## src/rtl/fifo_sync_v2.sv

```systemverilog
// fifo_sync_v2: synchronous FIFO with registered count, threshold flags, sticky error flags
// and optional first-word-fall-through read port.
module fifo_sync_v2 #(
    parameter int DEPTH    = 16,
    parameter int WIDTH    = 8,
    parameter int AF_LEVEL = 14,
    parameter int AE_LEVEL = 2,
    parameter int FWFT     = 0,
    localparam int CW      = $clog2(DEPTH) + 1
) (
    input  logic             clk,
    input  logic             rst_n,
    input  logic             write_en,
    input  logic [WIDTH-1:0] din,
    input  logic             read_en,
    input  logic             err_clr,
    output logic [WIDTH-1:0] dout,
    output logic             full,
    output logic             almost_full,
    output logic             empty,
    output logic             almost_empty,
    output logic [CW-1:0]    count,
    output logic             overflow,
    output logic             underflow
);
    localparam int AW = CW - 1;

    if (DEPTH < 2 || (DEPTH & (DEPTH - 1)) != 0) begin : g_bad_depth
        $error("fifo_sync_v2: DEPTH must be a power of 2 and >= 2");
    end
    if (WIDTH < 1) begin : g_bad_width
        $error("fifo_sync_v2: WIDTH must be >= 1");
    end
    if (AF_LEVEL < 1 || AF_LEVEL > DEPTH) begin : g_bad_af
        $error("fifo_sync_v2: AF_LEVEL must be in 1..DEPTH");
    end
    if (AE_LEVEL < 0 || AE_LEVEL > DEPTH - 1) begin : g_bad_ae
        $error("fifo_sync_v2: AE_LEVEL must be in 0..DEPTH-1");
    end
    if (FWFT != 0 && FWFT != 1) begin : g_bad_fwft
        $error("fifo_sync_v2: FWFT must be 0 or 1");
    end

    logic [WIDTH-1:0] mem [DEPTH];
    logic [CW-1:0]    wr_ptr, rd_ptr;
    logic             rd_acc, wr_acc;

    assign rd_acc       = read_en & ~empty;
    assign wr_acc       = write_en & (~full | rd_acc);
    assign full         = count == CW'(DEPTH);
    assign almost_full  = count >= CW'(AF_LEVEL);
    assign empty        = count == '0;
    assign almost_empty = count <= CW'(AE_LEVEL);

    always_ff @(posedge clk or negedge rst_n) begin
        if (!rst_n) begin
            wr_ptr    <= '0;
            rd_ptr    <= '0;
            count     <= '0;
            overflow  <= 1'b0;
            underflow <= 1'b0;
        end else begin
            wr_ptr    <= wr_acc ? wr_ptr + 1'b1 : wr_ptr;
            rd_ptr    <= rd_acc ? rd_ptr + 1'b1 : rd_ptr;
            count     <= (wr_acc && !rd_acc) ? count + 1'b1 : (rd_acc && !wr_acc) ? count - 1'b1 : count;
            overflow  <= (write_en & ~wr_acc) | (overflow & ~err_clr);
            underflow <= (read_en & empty) | (underflow & ~err_clr);
        end
    end

    always_ff @(posedge clk) begin
        if (wr_acc) mem[wr_ptr[AW-1:0]] <= din;
    end

    if (FWFT != 0) begin : g_fwft
        assign dout = mem[rd_ptr[AW-1:0]];
    end else begin : g_std
        logic [WIDTH-1:0] dout_q;
        always_ff @(posedge clk or negedge rst_n) begin
            if (!rst_n) dout_q <= '0;
            else if (rd_acc) dout_q <= mem[rd_ptr[AW-1:0]];
        end
        assign dout = dout_q;
    end

    // Wrap-bit pointers and the count register must always agree on occupancy.
    always @(posedge clk) begin
        if (rst_n) assert (count == wr_ptr - rd_ptr);
    end
endmodule
```

## config.mk

```make
export PLATFORM = sky130hd
export DESIGN_NAME = fifo_sync_v2
export DESIGN_NICKNAME = d
export VERILOG_FILES = /design/src/rtl/fifo_sync_v2.sv
export SDC_FILE = /design/constraint.sdc
export NUM_CORES = 1
export LEC_CHECK = 0
export BUFFER_PORTS_ARGS = -buffer_cell sky130_fd_sc_hd__buf_2
export CAP_MARGIN = 20
export CORE_MARGIN = 2
export CORE_UTILIZATION = 53
export CTS_CLUSTER_SIZE = 8
export DETAILED_ROUTE_END_ITERATION = 8
export GPL_TIMING_DRIVEN = 0
export PLACE_DENSITY_LB_ADDON = 0.08
export SLEW_MARGIN = 25
export SYNTH_ARGS = -nofsm -noshare
export SYNTH_HDL_FRONTEND = slang
export SYNTH_SLANG_ARGS = --single-unit
```

## constraint.sdc

```tcl
create_clock -name clk -period 5.4 [get_ports clk]
set_input_delay 0.54 -clock clk [delete_from_list [all_inputs] [get_ports clk]]
set_output_delay 0.54 -clock clk [all_outputs]
set_load 0.02 [all_outputs]
```

==> impl_metrics.env <==
export IMPL_cts_setup_buffers=0
export IMPL_cp_end_kind="flip-flop"
export IMPL_io_buffer_count=31
export IMPL_postRouteAntennaNets=0
export IMPL_diodes=0
export IMPL_worst_path_max_fanout=10
export IMPL_worstMarginPinSlew_ps=949
export IMPL_chipHeight_um=111
export IMPL_fillers=827
export IMPL_grt_first_pass_wirelength_um=18300
export IMPL_cts_buffer_depth=2
export IMPL_core_sq_um=11300
export IMPL_p_per_area_nw_per_um2=543
export IMPL_hold_ws_ps=117
export IMPL_clk_latency_ps=420
export IMPL_detail_route_wirelength_um=11400
export IMPL_fin_tns_setup_ps=0
export IMPL_layout_drive_gt1_share_pct=29.7
export IMPL_final_util_pct=61.7
export IMPL_area_growth_syn_to_layout_pct=14.6
export IMPL_grt_pass1_vias=3169
export IMPL_synth_cell_types=34
export IMPL_p_leak_nw=2.49
export IMPL_dpl_cell_area_sq_um=6450
export IMPL_dp_hpwl_um=7560
export IMPL_power_switching_mw=1.18
export IMPL_switching_share_pct=31.2
export IMPL_timing_final_ws_setup_ps=2540
export IMPL_drcViolationCount=0
export IMPL_firstDrtPassIters=4
export IMPL_fmax_mhz=350
export IMPL_grt_max_degree=24
export IMPL_grt_util_all_layers_pct=20.6
export IMPL_cts_made_buffers=17
export IMPL_die_area_sq_um=12400
export IMPL_cp_arrival_ps=3200
export IMPL_fin_cells=527
export IMPL_final_nets=395
export IMPL_cts_tree="built"
export IMPL_path_class="flip-flop to flip-flop"
export IMPL_dp_cells=495
export IMPL_cts_max_level=4
export IMPL_start_util_pct=53.9
export IMPL_die_w_um=111
export IMPL_syn_nets=345
export IMPL_p_seq_share_pct=40.7
export IMPL_seq_area_frac_synth_pct=72.5
export IMPL_slew_limit_headroom_pct=36.5
export IMPL_via_per_inst=5.73
export IMPL_wl_per_cell_um=21.6
export IMPL_ios=32
export IMPL_rsz0062_at_grt="no"
export IMPL_cp_required_ps=5740
export IMPL_pwr_share_comb_pct=31.2
export IMPL_r2r_start="count[3]"
export IMPL_ir_drop_mv=0.338
export IMPL_clock_power_share_pct=28.0
export IMPL_syn_avg_cell_area_sq_um=19.0
export IMPL_post_cts_resized=0
export IMPL_setup_viol=0
export IMPL_gr_total_overflow=0
export IMPL_intPower_mw=2.61
export IMPL_clock_skew_ps=5.15
export IMPL_hold_class="input pin to asynchronous set/reset pin"
export IMPL_p_total_mw=3.79
export IMPL_vias=3018
export IMPL_cts_hold_buf=0
export IMPL_path_clk_slew_ps=50
export IMPL_worstSetupStartpoint="count[3]"
export IMPL_pre_cts_ws_ps=2510
export IMPL_gp_congestion=0.758
export IMPL_period_share_pct=52.9
export IMPL_num_rows=39
export IMPL_root_buffer="clkbuf_16"
export IMPL_startpoint_type="flip-flop"
export IMPL_synth_cells=321
export IMPL_fin_crit_ps=2860
export IMPL_clock_sinks=151
export IMPL_synth_warnings=0
export IMPL_netlist_area_sq_um=6100
export IMPL_fin_area_sq_um=6990
export IMPL_drv_slew=0
export IMPL_cap_violations=0
export IMPL_outcome="finished, final reports clean"
export IMPL_drt_iter0_markers=245
export IMPL_synth_seq_cells=151
export IMPL_hold_viol=0
export IMPL_antenna_found_initial=0
path summary, 6_finish.rpt:
kind | to | slack [ps] | depth (start not counted)
min in group clk | overflow | 360 | 2
max in group asynchronous | wr_ptr[1] | 4900 | 1
worst max-delay path | count[4] | 2540 | 13
worst min register to register | dout[6] | 500 | 2
worst max register to register | count[4] | 2540 | 13
worst min-delay path | count[3] | 120 | 1
logic make-up after synthesis:
family          after synthesis  synth area share [%]
flops                       151                  72.5
simple gates                 54                  4.08
mux                          48                  14.4
buf+inv                      26                  2.46
compound gates               21                  2.75
fa+ha+maj                    11                  2.38
xor+xnor                     10                  1.44
worst max-delay path, stage by stage, from the launching register on:
cell and delay [ps]:
dfrtp_1 440, or3_4 410, nor3_4 170, nor2b_1 80
buf_6 140, clkinv_4 50, buf_6 140, ha_1 220
inv_1 120, ha_1 310, a21o_1 160, a21oi_1 180
mux2i_1 230, xnor2_1 130
cell usage after synthesis:
cell,count,area share (%)
a31o_2,1,0.14
clkinv_4,1,0.14
nor2b_1,2,0.21
a311oi_2,1,0.25
inv_1,8,0.49
a22o_1,2,0.29
mux2i_1,16,2.6
buf_4,7,0.86
buf_1,2,0.12
a21oi_1,3,0.25
a21o_1,1,0.12
nand2_1,23,1.4
o221ai_1,7,1.0
mux4_2,32,12
ha_1,10,2.1
xnor2_1,9,1.3
buf_2,5,0.41
fa_1,1,0.33
dfrtp_1,23,9.4
o21ai_0,4,0.33
clkbuf_1,1,0.061
nand2b_1,3,0.31
edfxtp_1,128,63
o21a_1,1,0.12
nand3_1,1,0.082
nor4_1,1,0.10
nand4_1,2,0.21
buf_6,2,0.37
a2111oi_2,1,0.25
xor2_1,1,0.14
or3_4,1,0.18
nor3_4,1,0.27
nor3_1,4,0.33
nor2_1,16,0.98
layout by cell type (no fill, tap or decap), drive strengths merged, types with 2 or more instances in the layout:
master,n
inv,8
buf,47
ha,10
nor2,16
clkbuf,23
xnor2,9
dfrtp,23
a22o,2
a21oi,3
o21ai,4
nor3,5
mux4,32
nand4,2
clkinvlp,2
nor2b,2
mux2i,16
nand2b,3
nand2,23
edfxtp,128
o221ai,7
clkinv,8
layout make-up:
cell class | instances | area [sq um] | area share [%]
multi-input cells | 144 | 1550 | 22.2
clock buffers | 22 | 454 | 6.50
repair buffers | 31 | 155 | 2.22
well taps | 143 | 179 | 2.56
plain buffers | 17 | 111 | 1.59
clock inverters | 10 | 82.6 | 1.18
flip-flops and latches | 151 | 4420 | 63.2
inverters | 9 | 38.8 | 0.555
power groups by stage:
| stage | logic (mW) | registers, mW | clock network (mW) |
|---|---|---|---|
| 3_3_place_gp | 1.18 | 1.56 | 0 |
| 6_report | 1.19 | 1.55 | 1.06 |
| 5_1_grt | 1.30 | 1.56 | 1.14 |
| 2_1_floorplan | 0.820 | 1.61 | 0 |
| 3_5_place_dp | 1.21 | 1.57 | 0 |
| 4_1_cts | 1.21 | 1.55 | 1.09 |
per-layer routing:
layer	vias up	part of all wire [%]	global-route usage [%]
li1	1367	-	-
met1	1530	43	28.2
met2	95	49	31.1
met3	26	5.3	5.47
met4	0	2.8	9.79
met5	-	0	0
state kept, by name, indices dropped and copies added (netlist names):
register,cells
dout,8
underflow,1
wr_ptr,4
overflow,1
mem,128
rd_ptr,4
count,5
Note: power is estimated with default switching activity, not from simulation.
